<file path="src/rtl/rv_pkg.sv">
// Shared constants and types for the UART debug/loader bridge.
package rv_pkg;

  localparam int unsigned XLEN = 32;

  localparam logic [7:0] CMD_WRITE = 8'h57;
  localparam logic [7:0] CMD_READ  = 8'h52;
  localparam logic [7:0] RSP_ACK   = 8'h4B;
  localparam logic [7:0] RSP_ERR   = 8'h45;
  localparam logic [7:0] RSP_TMO   = 8'h54;

  typedef enum logic [2:0] {
    S_IDLE,
    S_ADDR,
    S_DATA,
    S_BUS_REQ,
    S_BUS_WAIT,
    S_RESP
  } dbg_state_t;

endpackage

</file>
<file path="src/rtl/rv_uart_phy.sv">
// 8N1 UART byte engines: rx synchronizer + receiver, transmitter, baud counters.
module rv_uart_phy #(
  parameter int unsigned CLK_FREQ  = 25_000_000,
  parameter int unsigned BAUD_RATE = 9600
) (
  input  logic       clk_i,
  input  logic       arst_i,
  input  logic       uart_rx,
  output logic       uart_tx,
  output logic       rx_valid_o,
  output logic       rx_err_o,
  output logic [7:0] rx_data_o,
  input  logic       tx_start_i,
  input  logic [7:0] tx_data_i,
  output logic       tx_done_o
);

  localparam int unsigned ClksPerBit = CLK_FREQ / BAUD_RATE;
  localparam int unsigned CntW       = $clog2(ClksPerBit) + 1;
  localparam logic [CntW-1:0] BitLast  = CntW'(ClksPerBit - 1);
  localparam logic [CntW-1:0] HalfLast = CntW'(ClksPerBit / 2 - 1);

  typedef enum logic [1:0] {RxIdle, RxStart, RxData, RxStop} rx_state_e;

  rx_state_e       rx_state_q, rx_state_d;
  logic            rx_s1_q, rx_s2_q, rx_s3_q;
  logic [CntW-1:0] rx_cnt_q, rx_cnt_d;
  logic [2:0]      rx_bit_q, rx_bit_d;
  logic [7:0]      rx_sr_q, rx_sr_d;
  logic            rx_valid_q, rx_valid_d, rx_err_q, rx_err_d;

  logic            tx_busy_q, tx_busy_d, tx_line_q, tx_line_d, tx_done_q, tx_done_d;
  logic [8:0]      tx_sr_q, tx_sr_d;
  logic [CntW-1:0] tx_cnt_q, tx_cnt_d;
  logic [3:0]      tx_left_q, tx_left_d;

  always_ff @(posedge clk_i or posedge arst_i) begin
    if (arst_i) begin
      rx_s1_q    <= 1'b1;
      rx_s2_q    <= 1'b1;
      rx_s3_q    <= 1'b1;
      rx_state_q <= RxIdle;
      rx_cnt_q   <= '0;
      rx_bit_q   <= '0;
      rx_sr_q    <= '0;
      rx_valid_q <= 1'b0;
      rx_err_q   <= 1'b0;
      tx_busy_q  <= 1'b0;
      tx_line_q  <= 1'b1;
      tx_done_q  <= 1'b0;
      tx_sr_q    <= '1;
      tx_cnt_q   <= '0;
      tx_left_q  <= '0;
    end else begin
      rx_s1_q    <= uart_rx;
      rx_s2_q    <= rx_s1_q;
      rx_s3_q    <= rx_s2_q;
      rx_state_q <= rx_state_d;
      rx_cnt_q   <= rx_cnt_d;
      rx_bit_q   <= rx_bit_d;
      rx_sr_q    <= rx_sr_d;
      rx_valid_q <= rx_valid_d;
      rx_err_q   <= rx_err_d;
      tx_busy_q  <= tx_busy_d;
      tx_line_q  <= tx_line_d;
      tx_done_q  <= tx_done_d;
      tx_sr_q    <= tx_sr_d;
      tx_cnt_q   <= tx_cnt_d;
      tx_left_q  <= tx_left_d;
    end
  end

  // Receiver: the counter is loaded to land each sample in the middle of a bit.
  always_comb begin
    rx_state_d = rx_state_q;
    rx_cnt_d   = rx_cnt_q;
    rx_bit_d   = rx_bit_q;
    rx_sr_d    = rx_sr_q;
    rx_valid_d = 1'b0;
    rx_err_d   = 1'b0;
    if (rx_state_q == RxIdle) begin
      if (rx_s3_q && !rx_s2_q) begin
        rx_state_d = RxStart;
        rx_cnt_d   = HalfLast;
      end
    end else if (rx_cnt_q != '0) begin
      rx_cnt_d = rx_cnt_q - 1'b1;
    end else begin
      rx_cnt_d = BitLast;
      unique case (rx_state_q)
        RxStart: begin
          rx_state_d = rx_s2_q ? RxIdle : RxData;
          rx_bit_d   = '0;
        end
        RxData: begin
          rx_sr_d  = {rx_s2_q, rx_sr_q[7:1]};
          rx_bit_d = rx_bit_q + 1'b1;
          if (rx_bit_q == 3'd7) rx_state_d = RxStop;
        end
        RxStop: begin
          rx_state_d = RxIdle;
          rx_valid_d = rx_s2_q;
          rx_err_d   = !rx_s2_q;
        end
        default: rx_state_d = RxIdle;
      endcase
    end
  end

  // Transmitter: tx_sr holds data then stop; the start bit is driven on accept.
  always_comb begin
    tx_busy_d = tx_busy_q;
    tx_line_d = tx_line_q;
    tx_done_d = 1'b0;
    tx_sr_d   = tx_sr_q;
    tx_cnt_d  = tx_cnt_q;
    tx_left_d = tx_left_q;
    if (!tx_busy_q) begin
      if (tx_start_i) begin
        tx_busy_d = 1'b1;
        tx_line_d = 1'b0;
        tx_sr_d   = {1'b1, tx_data_i};
        tx_cnt_d  = BitLast;
        tx_left_d = 4'd9;
      end
    end else if (tx_cnt_q != '0) begin
      tx_cnt_d = tx_cnt_q - 1'b1;
    end else if (tx_left_q == '0) begin
      tx_busy_d = 1'b0;
      tx_done_d = 1'b1;
    end else begin
      tx_line_d = tx_sr_q[0];
      tx_sr_d   = {1'b1, tx_sr_q[8:1]};
      tx_left_d = tx_left_q - 1'b1;
      tx_cnt_d  = BitLast;
    end
  end

  assign uart_tx    = tx_line_q;
  assign tx_done_o  = tx_done_q;
  assign rx_valid_o = rx_valid_q;
  assign rx_err_o   = rx_err_q;
  assign rx_data_o  = rx_sr_q;

endmodule

</file>
<file path="src/rtl/rv_uart_bus_master.sv">
// UART command parser driving a data-memory initiator port; replies go back over UART.
module rv_uart_bus_master
  import rv_pkg::*;
#(
  parameter int unsigned CLK_FREQ     = 25_000_000,
  parameter int unsigned BAUD_RATE    = 9600,
  parameter int unsigned BYTE_TIMEOUT = 65535,
  parameter int unsigned BUS_TIMEOUT  = 1023
) (
  input  logic              clk_i,
  input  logic              arst_i,
  input  logic              uart_rx,
  output logic              uart_tx,
  output logic              data_req_o,
  output logic              data_we_o,
  output logic [XLEN/8-1:0] data_be_o,
  output logic [XLEN-1:0]   data_addr_o,
  output logic [XLEN-1:0]   data_wdata_o,
  input  logic              data_rvalid_i,
  input  logic [XLEN-1:0]   data_rdata_i,
  output logic              busy_o
);

  localparam int unsigned ByteTmrW = $clog2(BYTE_TIMEOUT) + 1;
  localparam int unsigned BusTmrW  = $clog2(BUS_TIMEOUT) + 1;

  dbg_state_t          state_q, state_d;
  logic                cmd_we_q, cmd_we_d;
  logic [XLEN-1:0]     addr_q, addr_d, wdata_q, wdata_d, resp_q, resp_d;
  logic [1:0]          byte_cnt_q, byte_cnt_d;
  logic [ByteTmrW-1:0] byte_tmr_q, byte_tmr_d;
  logic [BusTmrW-1:0]  bus_tmr_q, bus_tmr_d;
  logic [2:0]          resp_left_q, resp_left_d;
  logic                resp_kick_q, resp_kick_d;

  logic       rx_valid, rx_err, tx_start, tx_done, bus_act;
  logic [7:0] rx_data;

  rv_uart_phy #(
    .CLK_FREQ (CLK_FREQ),
    .BAUD_RATE(BAUD_RATE)
  ) u_phy (
    .clk_i     (clk_i),
    .arst_i    (arst_i),
    .uart_rx   (uart_rx),
    .uart_tx   (uart_tx),
    .rx_valid_o(rx_valid),
    .rx_err_o  (rx_err),
    .rx_data_o (rx_data),
    .tx_start_i(tx_start),
    .tx_data_i (resp_q[7:0]),
    .tx_done_o (tx_done)
  );

  always_ff @(posedge clk_i or posedge arst_i) begin
    if (arst_i) begin
      state_q     <= S_IDLE;
      cmd_we_q    <= 1'b0;
      addr_q      <= '0;
      wdata_q     <= '0;
      resp_q      <= '0;
      byte_cnt_q  <= '0;
      byte_tmr_q  <= '0;
      bus_tmr_q   <= '0;
      resp_left_q <= '0;
      resp_kick_q <= 1'b0;
    end else begin
      state_q     <= state_d;
      cmd_we_q    <= cmd_we_d;
      addr_q      <= addr_d;
      wdata_q     <= wdata_d;
      resp_q      <= resp_d;
      byte_cnt_q  <= byte_cnt_d;
      byte_tmr_q  <= byte_tmr_d;
      bus_tmr_q   <= bus_tmr_d;
      resp_left_q <= resp_left_d;
      resp_kick_q <= resp_kick_d;
    end
  end

  always_comb begin
    state_d     = state_q;
    cmd_we_d    = cmd_we_q;
    addr_d      = addr_q;
    wdata_d     = wdata_q;
    resp_d      = resp_q;
    byte_cnt_d  = byte_cnt_q;
    byte_tmr_d  = '0;
    bus_tmr_d   = bus_tmr_q;
    resp_left_d = resp_left_q;
    resp_kick_d = resp_kick_q;
    unique case (state_q)
      S_IDLE: begin
        if (rx_valid) begin
          if (rx_data == CMD_WRITE || rx_data == CMD_READ) begin
            cmd_we_d   = (rx_data == CMD_WRITE);
            byte_cnt_d = '0;
            state_d    = S_ADDR;
          end else begin
            resp_d      = XLEN'(RSP_ERR);
            resp_left_d = 3'd1;
            resp_kick_d = 1'b1;
            state_d     = S_RESP;
          end
        end
      end
      S_ADDR, S_DATA: begin
        byte_tmr_d = byte_tmr_q + 1'b1;
        if (rx_err) begin
          state_d = S_IDLE;
        end else if (rx_valid) begin
          byte_tmr_d = '0;
          byte_cnt_d = byte_cnt_q + 1'b1;
          if (state_q == S_ADDR) addr_d = {rx_data, addr_q[XLEN-1:8]};
          else                   wdata_d = {rx_data, wdata_q[XLEN-1:8]};
          if (byte_cnt_q == 2'd3) begin
            state_d = (state_q == S_ADDR && cmd_we_q) ? S_DATA : S_BUS_REQ;
          end
        end else if (byte_tmr_q == ByteTmrW'(BYTE_TIMEOUT - 1)) begin
          state_d = S_IDLE;
        end
      end
      S_BUS_REQ: begin
        bus_tmr_d = BusTmrW'(1);
        state_d   = S_BUS_WAIT;
      end
      S_BUS_WAIT: begin
        // bus_tmr_q counts clocks elapsed since the request edge.
        bus_tmr_d = bus_tmr_q + 1'b1;
        if (data_rvalid_i) begin
          resp_d      = cmd_we_q ? XLEN'(RSP_ACK) : data_rdata_i;
          resp_left_d = cmd_we_q ? 3'd1 : 3'd4;
          resp_kick_d = 1'b1;
          state_d     = S_RESP;
        end else if (bus_tmr_q == BusTmrW'(BUS_TIMEOUT - 1)) begin
          resp_d      = XLEN'(RSP_TMO);
          resp_left_d = 3'd1;
          resp_kick_d = 1'b1;
          state_d     = S_RESP;
        end
      end
      S_RESP: begin
        if (tx_start) begin
          resp_d      = resp_q >> 8;
          resp_left_d = resp_left_q - 1'b1;
          resp_kick_d = 1'b0;
        end else if (tx_done && resp_left_q == '0) begin
          state_d = S_IDLE;
        end
      end
      default: state_d = S_IDLE;
    endcase
  end

  always_comb begin
    bus_act      = (state_q == S_BUS_REQ) || (state_q == S_BUS_WAIT);
    busy_o       = (state_q != S_IDLE);
    data_req_o   = (state_q == S_BUS_REQ);
    data_we_o    = bus_act && cmd_we_q;
    data_be_o    = bus_act ? '1 : '0;
    data_addr_o  = bus_act ? addr_q : '0;
    data_wdata_o = bus_act ? wdata_q : '0;
    tx_start     = (state_q == S_RESP) && (resp_left_q != '0) && (resp_kick_q || tx_done);
  end

endmodule

</file>
<file path="config.mk">
export PLATFORM = sky130hd
export DESIGN_NAME = rv_uart_bus_master
export DESIGN_NICKNAME = d
export VERILOG_FILES = /design/src/rtl/rv_pkg.sv /design/src/rtl/rv_uart_phy.sv /design/src/rtl/rv_uart_bus_master.sv
export SDC_FILE = /design/constraint.sdc
export NUM_CORES = 1
export LEC_CHECK = 0
export ABC_AREA = 1
export CORE_MARGIN = 2
export CORE_UTILIZATION = 57
export DETAILED_ROUTE_END_ITERATION = 10
export PLACE_DENSITY_LB_ADDON = 0.08
export SYNTH_ARGS = -nofsm -noshare
export SYNTH_HDL_FRONTEND = slang
export SYNTH_HIERARCHICAL = 1
export SYNTH_SLANG_ARGS = --single-unit
</file>
<file path="constraint.sdc">
create_clock -name clk_i -period 5.7 [get_ports clk_i]
set_clock_uncertainty 0.1 [all_clocks]
set_input_delay 1.14 -clock clk_i [delete_from_list [all_inputs] [get_ports clk_i]]
set_output_delay 1.14 -clock clk_i [all_outputs]
set_load 0.01 [all_outputs]
</file>
* Yosys cells after proc, flatten, opt, wreduce, memory -nomap -nowiden *
Cells that the tools add are included.
W data, S select, Z words.

storage, ports and cells
  input bits = 36
  word-level logic and storage cells = 185
  bits in registers = 194
  output and inout port bits = 72

cells by class
  $add $sub $neg = 8
  mux-type cells = 82
  reductions and logical operators = 35
  bitwise gates (word level) = 4
  eq/ne operators = 31

operators by type and width
  kind                     count
  $mux W32                 8
  $pmux W32 S3             1
  $mux W13                 7
  $mux W17                 3
  $mux W3                  16
  $mux W9                  4
  $reduce_bool A13 Y1      2
  $sub A13 B1 Y13 const B  2
  $mux W1                  22
  $pmux W11 S2             1
  $mux W4                  5
  $mux W2                  9
  $ne A2 B2 Y1 const B     9
  $add A17 B1 Y17 const B  1
  $eq A17 B16 Y1 const B   1
  $eq A8 B7 Y1 const B     2
  $pmux W3 S5              1
  $reduce_and A3 Y1        5
  $add A11 B1 Y11 const B  1
  $eq A11 B10 Y1 const B   1
  $reduce_and A5 Y1        2
  $eq A3 B3 Y1 const B     3
  $pmux W3 S3              1
  $reduce_bool A3 Y1       3
  28 further kinds         50

* Depth between registers and ports, before layout *
  depth in word-level cells = 7
  gate-level depth with buffers = 13
  mapped depth without buffers = 12

* Hierarchy *
Netlist, hierarchy kept.

by module, submodules not included
  module              cells an instance  sequential area each (µm²)  area an instance (µm²)  instances
  rv_uart_bus_master  848                3353.2                      6551.3                  1
  rv_uart_phy         387                1491.4                      3128.0                  1

* Worst setup path before layout *
Ideal clock, no wire load.

  path kind = register to output
  start point = reg state_q[0]
  end point = out data_wdata_o[11]
  data arrival time = 1.500 ns
  stages on the path, launching flop included = 9
  buffers on the path = 3
  slack = 2.960 ns
  data required time = 4.460 ns
  cell sequence = dfrtp_1 -> buf_2 -> nor2_4 -> nand2_1 -> nand2_1 -> inv_2 -> buf_2 -> buf_2 -> nor2_1

on the way
  cells in the longest elaborated chain, start to end = 3
  elaborated cells between the ends (all ways) = 4
  those cells by class = 2 x eq/ne; 1 x mux; 1 x reduce/logical

ends and longest elaborated chain
  what                                                 RTL line                   text
  from (decl)                                          rv_uart_bus_master.sv:27   dbg_state_t state_q, state_d;
  from (signal assigned)                               rv_uart_bus_master.sv:68   state_q <= state_d;
  $eq A3 B2 Y1 / $eq A3 B3 Y1 (equally long branches)  rv_uart_bus_master.sv:156  bus_act = (state_q == S_BUS_REQ) || (state_q == S_BUS_WAIT);
  $logic_or A1 B1 Y1 *                                 rv_uart_bus_master.sv:156
  net bus_act                                          rv_uart_bus_master.sv:36   logic rx_valid, rx_err, tx_start, tx_done, bus_act;
  $mux W32 *                                           rv_uart_bus_master.sv:162  data_wdata_o = bus_act ? wdata_q : '0;
  to (decl)                                            rv_uart_bus_master.sv:18   output logic [XLEN-1:0] data_wdata_o,

Mark *: on every way through the listed nets, which the timed path passes. The rest lies on a longest branch.

* Worst setup path after layout *
  start point = reg state_q[0]
  end point = out data_wdata_o[25]

on the way
  cells in the longest elaborated chain, start to end = 3
  elaborated cells between the ends (all ways) = 4
  those cells by class = 2 x eq/ne; 1 x mux; 1 x reduce/logical

ends and longest elaborated chain
  what                                                 RTL line
  $eq A3 B2 Y1 / $eq A3 B3 Y1 (equally long branches)  rv_uart_bus_master.sv:156
  $logic_or A1 B1 Y1 *                                 rv_uart_bus_master.sv:156
  $mux W32 *                                           rv_uart_bus_master.sv:162

Every way passes the cells marked *; elsewhere a longest branch is shown, timed or not.

==> results.ini <==
[clock_network]
cts_tree=yes
clk_path_buf_depth=2
cts_resized=0
cts_hold_buffers=0
htree_levels=4
post_cts_buffers=0
clk_latency_ns=0.43
cts-root-buf=clkbuf_16
cts_made_buffers=17
clkSlewWorstSetupHoldPaths_ns=0.07
cts_sinks=193

[outcome]
outcome=finished clean

[place]
gp_congestion=0.849
place_area_um2=10800
hpwl_mm=13.9
place_ws_ns=1.69
post-place-cells=1522
io_buffers=107

[critical_path]
critPathMaxStageDelay_ns=0.83
crit_chain=nor2_4, nand2_1, nand2_1, inv_2, nor2_1, clkdlybuf4s50_1
timing.rr.end=resp_left_q[0]
reg2reg_depth=8
crit_slowest_cell=inv_2
reg2reg_from=state_q[0]
path_max_fanout=68
crit_top_cell=nand2_1
critPathCaptureType=primary output
crit_required_ns=4.46
arrival_ns=3.17
cp-start-kind=flop
worstSetupPathType=reg2out
ff2ff_setup_slack_ns=2.94
crit_start=state_q[0]
crit_family=buffers and inverters
path_buf_inv=2
crit_cells=6
critPathCapture=data_wdata_o[25]

[synthesis]
async_reset_ff_frac=1.00
yosysUniqueCellTypes=45
synthSimpleGateAreaFrac=0.261
synth_xor_area_frac=0.0109
synth_most_common_cell=nand2_1
syn_avg_cell_area_um2=7.84
yosysTopAreaCell=dfrtp_1
synth.net_count=1289
synthCells=1235
synth_flop_cell=dfrtp_1
synth.area.mux_share=0
synth-compound-area-share=0.111
synth-seq-area-share=0.501
yosys.area_share.adder=0.0233
synth_top_family_by_area=simple AND/OR/NAND/NOR gates
netlist_top_cells_count=nand2_1, dfrtp_1, inv_1, nor2_1, o21ai_0
yosys_warnings=6
synth-seq-cells=193
synth.top_cell.area_share=0.468
synthTopCellsByArea=dfrtp_1, nand2_1, inv_1, nor2_1, o21ai_0
synth_edf_count=0
syn-cell-area_um2=9680

[timing]
tns_ns=0
worstMarginPinSlew_ns=1.08
fin_hold_ws_ns=0.257
layout_min_cycle_time_ns=4.41
maxSlewViolCount=0
finalCritPeriodShare=0.774
grt_setup_unrepaired=false
worst_slack_ns=1.29
relSlewSlack=0.281
fmax_ghz=0.227
finalSetupViolCount=0
hold_violations=0

[route]
dr.first_iter.drc_count=570
drt_first_pass_iters=7
drc=0
drt_wl_total_mm=20.2
via_per_inst=5.13
wl_per_cell_um=13.0
ant_nets=0
vias=7967

[finish]
syn2layout_area_growth_pct=18.3
antennaDiodeCount=0
fin_area_um2=11500
fin_nets=1375
final_cells=1553
drive_gt1_frac=0.0563
final_util=0.691

[min_path]
whs_path_depth=0
hp-class=reg2reg

[global_route]
antenna_found_initial=0
gr-total-overflow=0
grt_max_degree=104
grt_usage=0.235
grt_pass1_vias=7391
grt_pass1_wl_mm=34.4

[power]
vdd_drop_max_v=0.000241
p_leak_nw=5.23
p_per_area_nw_per_um2=388
power.total_mw=4.45

[floorplan]
die_area_um2=18000
start_util=0.584
die_x_um=134
io_pins=108
core_um2=16600
fp.dieH_um=134
num_rows=47

[run]
cap_violations=0

routing by layer:
metal / vias up / wire (um) / GRT usage
li1: 4057 / - / -
met2: 194 / 9500 / 0.387
met1: 3696 / 9210 / 0.317
met3: 20 / 1230 / 0.0556
met4: 0 / 220 / 0.0585
met5: - / 0 / 0
how the worst min path moves through the flow:
stage | start | endpoint | slack, ns
finish | u_phy/rx_s1_q | u_phy/rx_s2_q | 0.26
global placement | u_phy/rx_s1_q | u_phy/rx_s2_q | 0.25
global route | u_phy/rx_s1_q | u_phy/rx_s2_q | 0.26
detailed placement | u_phy/rx_s1_q | u_phy/rx_s2_q | 0.25
CTS | u_phy/rx_s1_q | u_phy/rx_s2_q | 0.26
floorplan | u_phy/rx_s1_q | u_phy/rx_s2_q | 0.25
sequential cells by signal, summed over array words and instances, names as in the netlist, 2 cells and up:
register / flops
addr_q: 32
bus_tmr_q: 11
byte_cnt_q: 2
byte_tmr_q: 17
resp_left_q: 3
resp_q: 32
state_q: 3
u_phy/rx_bit_q: 3
u_phy/rx_cnt_q: 13
u_phy/rx_data_o: 8
u_phy/rx_state_q: 2
u_phy/tx_cnt_q: 13
u_phy/tx_left_q: 4
u_phy/tx_sr_q: 8
wdata_q: 32
final cells by class:
class	instances	area, um2
Clock inverter	9	131
Multi-Input combinational cell	818	3930
Sequential cell	193	4840
Tap cell	220	275
Clock buffer	22	474
Inverter	179	684
Timing Repair Buffer	112	1110
Fill cell	1406	5130
report_power, final:
part | internal (mW) | switching (mW) | leakage [nW]
Sequential | 1.67 | 0.221 | 2.56
Combinational | 0.454 | 0.875 | 2.38
Clock | 0.722 | 0.508 | 0.288
Total | 2.84 | 1.60 | 5.23
placed cells by master (no fill, tap or decap), types with 18 or more instances in the layout:
cell | Yosys | final
clkdlybuf4s50_1 | 0 | 107
ha_1 | 18 | 18
a21oi_1 | 18 | 18
a22o_1 | 18 | 18
inv_1 | 171 | 169
nand2_1 | 326 | 326
nor2_1 | 154 | 154
nand3_1 | 76 | 76
o21ai_0 | 114 | 114
dfrtp_1 | 181 | 181
o21ai_1 | 18 | 18
logic make-up (layout without fill, tap and decap cells):
| group | Yosys count | count (layout) |
|---|---|---|
| AO/OA/AOI/OAI | 190 | 190 |
| XOR/XNOR | 12 | 12 |
| adder cells (fa/ha/maj) | 18 | 18 |
| buffers and inverters | 224 | 322 |
| flip-flops | 193 | 193 |
| AND/OR/NAND/NOR | 598 | 598 |
worst reg2reg max path: cells and delay by family, from the launching register on:
kind / cells / cell delay (ns)
AOI/OAI and AO/OA: 1 / 0.61
buffers and inverters: 1 / 0.33
DFF: 1 / 0.51
and+or+nand+nor: 6 / 1.10
Note: power is estimated with default switching activity, not from simulation.
